--- src/rtl/ncl_pkg.sv ---
// Shared NCL boundary definitions: dual-rail encoding, boundary FSM states and the
// binary-to-dual-rail encoder used by the clocked transmitter and receiver.
package ncl_pkg;

  // Widest logical word any boundary block encodes; blocks size the result down.
  localparam int MAX_WIDTH = 64;

  // Rail offsets within the two-wire group of logical bit i (wires 2i and 2i+1).
  localparam int RAIL0 = 0;
  localparam int RAIL1 = 1;

  localparam logic [2*MAX_WIDTH-1:0] DR_NULL = '0;

  typedef enum logic [1:0] {
    SETTLE = 2'd0,
    IDLE   = 2'd1,
    DATA_W = 2'd2,
    NULL_W = 2'd3
  } ncl_state_e;

  // DATA wavefront for a binary word: exactly one rail of every bit is high.
  function automatic logic [2*MAX_WIDTH-1:0] dr_encode(input logic [MAX_WIDTH-1:0] word);
    logic [2*MAX_WIDTH-1:0] dr;
    dr = DR_NULL;
    for (int i = 0; i < MAX_WIDTH; i++) begin
      dr[2*i+RAIL1] = word[i];
      dr[2*i+RAIL0] = ~word[i];
    end
    return dr;
  endfunction

endpackage

--- src/rtl/ncl_sync.sv ---
// Multi-flop synchronizer for a level coming from the asynchronous NCL domain.
// The reset value is a port so each boundary block can choose its safe assumption.
module ncl_sync #(
  parameter int STAGES = 2
) (
  input  logic clk,
  input  logic init_n,
  input  logic rst_val,
  input  logic d,
  output logic q
);

  logic [STAGES-1:0] ff;

  // NOTE: sequential state uses non-blocking assignments so every flop samples
  // the pre-edge value of its neighbour, which is what makes this a shift chain.
  always_ff @(posedge clk or negedge init_n) begin
    if (!init_n) begin
      ff <= {STAGES{rst_val}};
    end else begin
      ff <= {ff[STAGES-2:0], d};
    end
  end

  assign q = ff[STAGES-1];

endmodule

--- src/rtl/ncl_dr_tx.sv ---
// Clocked-to-NCL transmitter: takes binary words on valid/ready and drives them as
// four-phase dual-rail wavefronts, pacing DATA and NULL from the synchronized completion.
module ncl_dr_tx
  import ncl_pkg::*;
#(
  parameter int WIDTH       = 8,
  parameter int SYNC_STAGES = 2,
  parameter int TIMEOUT_CYC = 1024
) (
  input  logic               clk,
  input  logic               init_n,
  input  logic [WIDTH-1:0]   in_data,
  input  logic               in_valid,
  output logic               in_ready,
  output logic [2*WIDTH-1:0] dr_out,
  input  logic               comp_in,
  output logic               busy,
  output logic               timeout_err,
  output logic [15:0]        xfer_count
);

  localparam int TW = (TIMEOUT_CYC > 0) ? $clog2(TIMEOUT_CYC + 1) : 1;
  localparam logic [TW-1:0] TLIM = TW'(TIMEOUT_CYC);

  ncl_state_e         state_q, state_d;
  logic [2*WIDTH-1:0] dr_q, dr_d, dr_enc;
  logic               ready_q, ready_d;
  logic               busy_q, busy_d;
  logic               err_q, err_d;
  logic [TW-1:0]      cnt_q, cnt_d;
  logic [15:0]        xfer_q, xfer_d;
  logic               comp_s;
  logic               waiting;

  // Reset to 1: until the consumer proves it has returned to NULL, assume it has not.
  ncl_sync #(.STAGES(SYNC_STAGES)) u_comp_sync (
    .clk    (clk),
    .init_n (init_n),
    .rst_val(1'b1),
    .d      (comp_in),
    .q      (comp_s)
  );

  assign dr_enc = (2*WIDTH)'(dr_encode(MAX_WIDTH'(in_data)));

  // NOTE: every variable written here gets a default first, so no path through
  // the case statement can leave one unassigned and infer a latch.
  always_comb begin
    state_d = state_q;
    dr_d    = dr_q;
    xfer_d  = xfer_q;

    unique case (state_q)
      SETTLE: begin
        dr_d = '0;
        if (!comp_s) state_d = IDLE;
      end
      IDLE: begin
        if (in_valid && ready_q) begin
          dr_d    = dr_enc;
          state_d = DATA_W;
        end
      end
      DATA_W: begin
        if (comp_s) begin
          dr_d    = '0;
          state_d = NULL_W;
        end
      end
      NULL_W: begin
        if (!comp_s) begin
          xfer_d  = xfer_q + 16'd1;
          state_d = IDLE;
        end
      end
      default: begin
        dr_d    = '0;
        state_d = SETTLE;
      end
    endcase

    ready_d = (state_d == IDLE) && !comp_s;
    busy_d  = (state_d == DATA_W) || (state_d == NULL_W);

    // Wait timer restarts on every state entry and saturates at the limit.
    waiting = (state_q != IDLE);
    if (state_d != state_q) begin
      cnt_d = '0;
    end else if (waiting && (cnt_q != TLIM)) begin
      cnt_d = cnt_q + TW'(1);
    end else begin
      cnt_d = cnt_q;
    end
    err_d = err_q | ((TIMEOUT_CYC != 0) && (cnt_d == TLIM));
  end

  always_ff @(posedge clk or negedge init_n) begin
    if (!init_n) begin
      state_q <= SETTLE;
      dr_q    <= '0;
      ready_q <= 1'b0;
      busy_q  <= 1'b0;
      err_q   <= 1'b0;
      cnt_q   <= '0;
      xfer_q  <= '0;
    end else begin
      state_q <= state_d;
      dr_q    <= dr_d;
      ready_q <= ready_d;
      busy_q  <= busy_d;
      err_q   <= err_d;
      cnt_q   <= cnt_d;
      xfer_q  <= xfer_d;
    end
  end

  assign in_ready    = ready_q;
  assign dr_out      = dr_q;
  assign busy        = busy_q;
  assign timeout_err = err_q;
  assign xfer_count  = xfer_q;

endmodule

--- config.mk ---
export PLATFORM = sky130hd
export DESIGN_NAME = ncl_dr_tx
export DESIGN_NICKNAME = d
export VERILOG_FILES = /design/src/rtl/ncl_pkg.sv /design/src/rtl/ncl_sync.sv /design/src/rtl/ncl_dr_tx.sv
export SDC_FILE = /design/constraint.sdc
export NUM_CORES = 1
export LEC_CHECK = 0
export ABC_CLOCK_PERIOD_IN_PS = 2400
export BUFFER_PORTS_ARGS = -buffer_cell sky130_fd_sc_hd__buf_2
export CAP_MARGIN = 20
export CORE_MARGIN = 4
export CORE_UTILIZATION = 30
export CTS_BUF_LIST = sky130_fd_sc_hd__clkbuf_8 sky130_fd_sc_hd__clkbuf_16
export CTS_CLUSTER_SIZE = 40
export DETAILED_ROUTE_END_ITERATION = 8
export PLACE_DENSITY_LB_ADDON = 0.25
export SETUP_SLACK_MARGIN = 0.05
export SLEW_MARGIN = 20
export SYNTH_ARGS = -nofsm -noshare
export SYNTH_HDL_FRONTEND = slang
export SYNTH_SLANG_ARGS = --single-unit
--- constraint.sdc ---
create_clock -name clk -period 2.4 [get_ports clk]
set_input_delay 0.24 -clock clk [delete_from_list [all_inputs] [get_ports clk]]
set_output_delay 0.24 -clock clk [all_outputs]
set_load 0.03 [all_outputs]
==> results of run 1 <==
## per-layer routing
| layer | track usage, % | vias to the layer above |
|---|---|---|
| met5 | 0 | - |
| met4 | 2.94 | 0 |
| met3 | 3.75 | 5 |
| met2 | 16.4 | 36 |
| met1 | 13.7 | 855 |
| li1 | - | 917 |
## flip-flops by register name, indices dropped and copies added (netlist names)
register and cells:
dr_out 16, cnt_q 11, in_ready 1, busy 1, xfer_count 16, state_q 1
timeout_err 1, u_comp_sync.ff 2
## logic make-up after synthesis
group                      share of synthesized area [%]
AOI/OAI and AO/OA                                   8.32
xor gates and xnor gates                            9.29
adders and majority gates                           4.08
buffers and inverters                               2.91
DFF                                                 50.1
muxes                                              0.867
and+or+nand+nor                                     24.4
## worst min-delay path by stage
stage | startpoint | to | cells after the start
floorplan | init_n | busy | 0
global placement | init_n | cnt_q[1] | 2
detailed placement | init_n | cnt_q[1] | 2
CTS | comp_in | u_comp_sync.ff[0] | 1
global route | comp_in | u_comp_sync.ff[0] | 1
finish | comp_in | u_comp_sync.ff[0] | 1
## Yosys cell counts, drive strengths merged (2+ instances only)
master | count | share of area (%)
nand3b | 8 | 2.4
buf | 2 | 0.92
xor2 | 6 | 2.1
a41o | 2 | 0.82
nor2b | 2 | 0.61
or3 | 2 | 0.51
inv | 7 | 1.1
a211oi | 2 | 0.82
nor2 | 23 | 3.5
xnor2 | 20 | 7.1
dfstp | 2 | 2.1
nand3 | 13 | 2.7
nand2 | 48 | 7.3
and3 | 4 | 1.1
ha | 8 | 4.1
nor3 | 4 | 1.5
clkbuf | 6 | 0.92
dfrtp | 47 | 48
nand4 | 7 | 2.0
a21oi | 3 | 0.61
nor4b | 2 | 1.3
## stage by stage
step	utilization (%)	cells	hold WS, ns
5_1_grt	37.1	393	0.00963
3_3_place_gp	35.9	384	0.257
6_report	37.1	393	0.0344
2_1_floorplan	-	239	-0.0556
4_1_cts	37.1	393	0.0179
3_5_place_dp	35.9	384	0.255
## critical path, stage by stage, from the launching register on
cell                       delay [ns]
sky130_fd_sc_hd__dfrtp_1         0.50
sky130_fd_sc_hd__inv_1           0.10
sky130_fd_sc_hd__ha_1            0.31
sky130_fd_sc_hd__or2b_4          0.32
sky130_fd_sc_hd__nor2_1          0.19
sky130_fd_sc_hd__a311oi_1        0.12
sky130_fd_sc_hd__a31o_1          0.20
sky130_fd_sc_hd__a41o_1          0.23
## area by class of cell
class / instances / area share [%]
multi-input cells: 175 / 39.6
well taps: 102 / 4.39
clock inverters: 3 / 0.516
clock buffers: 5 / 2.37
repair buffers: 52 / 9.98
inverters: 7 / 0.903
flip-flops and latches: 49 / 42.2
## power breakdown
| part | leakage [nW] | switching, mW | internal [mW] |
|---|---|---|---|
| sequential | 0.657 | 0.176 | 1.02 |
| clock | 0.0467 | 0.270 | 0.198 |
| combinational | 0.758 | 0.994 | 0.529 |
| total | 1.46 | 1.44 | 1.75 |
==> key figures, run 1 <==
Detailed routing
  – Via-to-Cell Ratio: 4.61
  – Number of violations reported at the end of detailed-routing iteration 0: 60
  – Routed length on met1: 2370 um
  – Met3 routed WL: 316 um
  – Remaining DRCs: 0
  – Number of routed nets with antenna violations: 0
  – Wire length per cell: 12.5 um
  – Detail Route met2 WL: 2190 um
  – Via total after detailed routing: 1813
  – Uppermost signal routing layer after detailed routing: met4
  – Number of detailed-routing iterations run before antenna repair: 4
  – DRT Wirelength: 4910 um

Outcome
  – Result of the run: completed

Floorplan
  – Initial Util: 31.3%
  – Number of I/O pins: 47
  – Die width: 98.4 um
  – Die area: 9680 um^2
  – Core box area: 7850 um^2
  – Vert. Die Dim: 98.4 um
  – FP Rows: 32

Critical path
  – Startpoint of the worst-slack reg-to-reg timing path: busy
  – Type of origin of the critical path: flip-flop
  – Endpoint of the most critical register-to-register path: timeout_err
  – Critical-path maximum fanout: 8
  – Worst reg2reg path depth: 7
  – Worst endpoint required time: 2.59 ns
  – Endpoint arrival time on the critical path: 2.26 ns
  – Start-to-end type of the worst setup path: flip-flop to flip-flop
  – R2r setup slk: 0.32 ns
  – Capturing instance or port of the critical path: timeout_err
  – Worst setup path startpoint: busy
  – Crit end category: flip-flop

Yosys
  – Synthesized cell area: 2450 um^2
  – Sequential area share after synthesis: 50.1%
  – Most used flip-flop cell after synthesis: sky130_fd_sc_hd__dfrtp_1
  – Proportion of register bits with asynchronous set or reset after synthesis: 100%
  – Nets in the synthesized netlist: 259
  – Number of enable flip-flop cells after synthesis: 0
  – Count of unique library cells instantiated by Yosys: 50
  – Number of instances in the synthesized netlist: 239
  – Avg Cell Area, Syn: 10.3 um^2
  – Post-synthesis register bit count: 49
  – Yosys synthesis warning count: 0

Pwr
  – Maximum vdd ir drop: 0.000549 V
  – Power density over the cells: 1100 nW/um^2
  – Leakage power total: 1.46 nW
  – Final total power: 3.19 mW

Final layout
  – Commonest cells after routing, fill and taps aside: sky130_fd_sc_hd__nand2_1, sky130_fd_sc_hd__dfrtp_1, sky130_fd_sc_hd__buf_2, sky130_fd_sc_hd__nor2_1, sky130_fd_sc_hd__xnor2_1
  – FF/Latch Area: 1230 um^2
  – Number of nets at the end of the flow: 310
  – Ratio of cells with drive above 1 in the final layout: 24.4%
  – Final standard cell area without fillers: 2910 um^2
  – Fill cells: 828
  – Multi-input gate area: 1150 um^2
  – Leading cell type in the layout, fill and taps excluded: sky130_fd_sc_hd__nand2_1
  – Area Growth Syn to Fin: 18.6%
  – Diode insertion count for antenna repair: 0

Timing
  – Final clock period utilization by the worst path: 86.5%
  – Sum Neg Setup Slack: 0 ns
  – Final Setup Violations: 0
  – Fin. Hold Viols: 0
  – Measured slew at the worst slew-check pin: 0.565 ns
  – Max-slew violation count: 0
  – Max-slew headroom: 62.4%
  – RSZ-0062 raised after global routing: no
  – Smallest setup slack after layout: 0.323 ns
  – Crit path time final: 2.08 ns
  – Setup skew after layout: 0.00832 ns
  – Fmax: 481 MHz

CTS
  – Clk root buf: sky130_fd_sc_hd__clkbuf_8
  – Number of levels the H-tree was split into: 2
  – Post-CTS repair timing setup buffer count: 0
  – Clock sinks: 49
  – Latest clock arrival within the worst-skew pair: 0.30 ns
  – TritonCTS clock tree: built
  – Clock slew seen by the registers of the worst setup and hold paths: 0.09 ns
  – Buffer levels on the longest clock path: 2
  – Clock buffers created by TritonCTS: 5
  – Count of hold buffers inserted by post-cts repair: 1
  – Cts repair resizes: 0

Placement
  – DP HPWL: 3520 um
  – Weighted congestion reported at the end of routability-driven placement: 0.730
  – Total cell area at the placement stage: 2820 um^2
  – Placement-stage worst setup slack: 0.358 ns
  – IO buf count: 46

GRT
  – Vias in the first global route: 1760
  – Largest net degree at the start of global routing: 50
  – Global-route wire length before repair: 8420 um
  – Total Routing Usage GR: 10.5%
  – Antenna violations before repair: 0
  – Sum of overflow across all layers after global routing: 0

Job
  – Max Cap Viol: 0

Min path
  – Path class of the lowest-slack min-delay path: input port to flip-flop
No activity file was read; power rests on OpenSTA's default activity.
==> run 2: changes to the inputs <==
PLACE_DENSITY_LB_ADDON = 0.3   (was 0.25)
==> run 2 against run 1 <==
Net effect: clock-buffer cell count unchanged; clock power up 21%; die area unchanged; flip-flop and latch count unchanged; sequential power about the same; setup slack better by 0.020 ns; first-iteration DRC count down 12%; critical path depth unchanged.
==> key figures, run 2 (synthesis gave the netlist of run 1 again) <==
Final layout
  – Commonest cells after routing, fill and taps aside: sky130_fd_sc_hd__nand2_1, sky130_fd_sc_hd__dfrtp_1, sky130_fd_sc_hd__buf_2, sky130_fd_sc_hd__nor2_1, sky130_fd_sc_hd__xnor2_1 (unchanged)
  – Ratio of cells with drive above 1 in the final layout: 25.2% (was 24.4%)
  – Number of nets at the end of the flow: 310 (unchanged)
  – Area Growth Syn to Fin: 18.8% (was 18.6%)
  – Fill cells: 822 (was 828)
  – Diode insertion count for antenna repair: 0 (unchanged)
  – Leading cell type in the layout, fill and taps excluded: sky130_fd_sc_hd__nand2_1 (unchanged)

Detailed routing
  – Via total after detailed routing: 1822 (was 1813)
  – Wire length per cell: 12.9 um (was 12.5 um)
  – Number of violations reported at the end of detailed-routing iteration 0: 53 (was 60)
  – Number of detailed-routing iterations run before antenna repair: 4 (unchanged)
  – DRT Wirelength: 5060 um (was 4910 um)
  – Remaining DRCs: 0 (unchanged)
  – Number of routed nets with antenna violations: 0 (unchanged)
  – Via-to-Cell Ratio: 4.65 (was 4.61)

Floorplan
  – Core box area: 7850 um^2 (unchanged)
  – Initial Util: 31.3% (unchanged)
  – FP Rows: 32 (unchanged)
  – Number of I/O pins: 47 (unchanged)
  – Die area: 9680 um^2 (unchanged)
  – Vert. Die Dim: 98.4 um (unchanged)
  – Die width: 98.4 um (unchanged)

Critical path
  – Type of origin of the critical path: flip-flop (unchanged)
  – Crit end category: flip-flop (unchanged)
  – Endpoint arrival time on the critical path: 2.25 ns (was 2.26 ns)
  – Worst endpoint required time: 2.59 ns (about the same)
  – Critical-path maximum fanout: 8 (unchanged)
  – Start-to-end type of the worst setup path: flip-flop to flip-flop (unchanged)

Timing
  – RSZ-0062 raised after global routing: no (unchanged)
  – Max-slew violation count: 0 (unchanged)
  – Smallest setup slack after layout: 0.343 ns (was 0.323 ns)
  – Setup skew after layout: 0.00866 ns (was 0.00832 ns)
  – Sum Neg Setup Slack: 0 ns (unchanged)
  – Worst Hold Margin: 0.0382 ns (was 0.0344 ns)
  – Measured slew at the worst slew-check pin: 0.621 ns (was 0.565 ns)
  – Final Setup Violations: 0 (unchanged)
  – Final clock period utilization by the worst path: 85.7% (was 86.5%)
  – Fin. Hold Viols: 0 (unchanged)
  – Crit path time final: 2.06 ns (was 2.08 ns)
  – Fmax: 486 MHz (was 481 MHz)
  – Max-slew headroom: 58.6% (was 62.4%)

Pwr
  – Power density over the cells: 1140 nW/um^2 (was 1100 nW/um^2)
  – Leakage power total: 1.47 nW (was 1.46 nW)
  – Maximum vdd ir drop: 0.000694 V (was 0.000549 V)
  – Final total power: 3.31 mW (was 3.19 mW)

CTS
  – Clock slew seen by the registers of the worst setup and hold paths: 0.09 ns (about the same)
  – TritonCTS clock tree: built (unchanged)
  – Cts repair resizes: 0 (unchanged)
  – Count of hold buffers inserted by post-cts repair: 0 (was 1)
  – Buffer levels on the longest clock path: 2 (unchanged)
  – Clk root buf: sky130_fd_sc_hd__clkbuf_8 (unchanged)
  – Latest clock arrival within the worst-skew pair: 0.30 ns (about the same)
  – Clock buffers created by TritonCTS: 5 (unchanged)
  – Post-CTS repair timing setup buffer count: 0 (unchanged)
  – Clock sinks: 49 (unchanged)
  – Number of levels the H-tree was split into: 2 (unchanged)

Min path
  – Path class of the lowest-slack min-delay path: input port to asynchronous set/reset pin (was input port to flip-flop)

Placement
  – Placement-stage worst setup slack: 0.334 ns (was 0.358 ns)
  – Weighted congestion reported at the end of routability-driven placement: 0.803 (was 0.730)
  – IO buf count: 46 (unchanged)
  – DP HPWL: 3640 um (was 3520 um)

GRT
  – Vias in the first global route: 1870 (was 1760)
  – Sum of overflow across all layers after global routing: 0 (unchanged)
  – Total Routing Usage GR: 11.1% (was 10.5%)
  – Largest net degree at the start of global routing: 50 (unchanged)
  – Global-route wire length before repair: 8830 um (was 8420 um)
  – Antenna violations before repair: 0 (unchanged)

Job
  – Max Cap Viol: 0 (unchanged)

Outcome
  – Result of the run: completed (unchanged)
==> run 2: changes by cell type in the layout (fill, tap and decap cells not counted), sizes merged <==
cell / before / now
inv: 9 / 7
buf: 51 / 52
bufinv: 0 / 1
clkinv: 0 / 1
clkinvlp: 1 / 0
dlygate4sd3: 1 / 0
==> run 2: final timing paths <==
kind / from / end / slack (ns) / cells past startpoint
worst max register to register: busy / timeout_err / 0.34 / 7
worst min register to register: u_comp_sync.ff[0] / u_comp_sync.ff[1] / 0.36 / 0
min in group clk: comp_in / u_comp_sync.ff[0] / 0.04 / 1
worst max-delay path: busy / timeout_err / 0.34 / 7
max in group asynchronous: init_n / cnt_q[1] / 1.95 / 2
worst min-delay path: init_n / dr_out[6] / 0.04 / 2
==> run 2: final cells by class <==
cell class / count / area (um^2) / share of cell area [%]
Clock inverter: 2 / 35.0 / 1.20
Multi-Input combinational cell: 175 / 1150 / 39.5
Sequential cell: 49 / 1230 / 42.2
Clock buffer: 5 / 68.8 / 2.36
Tap cell: 102 / 128 / 4.38
Timing Repair Buffer: 52 / 275 / 9.45
Inverter: 7 / 26.3 / 0.902
==> run 2: where the power goes <==
group          internal (mW)  leakage [nW]  total (mW)  switching [mW]
Clock                  0.303        0.0540       0.569           0.266
Sequential              1.02         0.657        1.19           0.170
Combinational          0.541         0.755        1.55            1.01
==> run 2: critical path: stages, from the launching register on <==
cell	delay, ns
sky130_fd_sc_hd__dfrtp_1	0.48
sky130_fd_sc_hd__inv_1	0.10
sky130_fd_sc_hd__ha_1	0.30
sky130_fd_sc_hd__or2b_4	0.31
sky130_fd_sc_hd__nor2_1	0.19
sky130_fd_sc_hd__a311oi_1	0.13
sky130_fd_sc_hd__a31o_1	0.21
sky130_fd_sc_hd__a41o_1	0.22
==> run 2: routing by layer <==
layer	wire (um)	vias up	GRT usage (%)
li1	-	915	-
met1	2380	866	14.2
met2	2340	34	18.0
met3	274	7	3.54
met4	60	0	3.68
met5	0	-	0
==> run 2: through the flow <==
stage	util (%)	area (um^2)	cells
2_1_floorplan	-	2450	239
6_report	37.1	2910	392
5_1_grt	37.1	2910	392
3_5_place_dp	35.8	2810	385
3_3_place_gp	35.8	2810	385
4_1_cts	37.1	2910	392
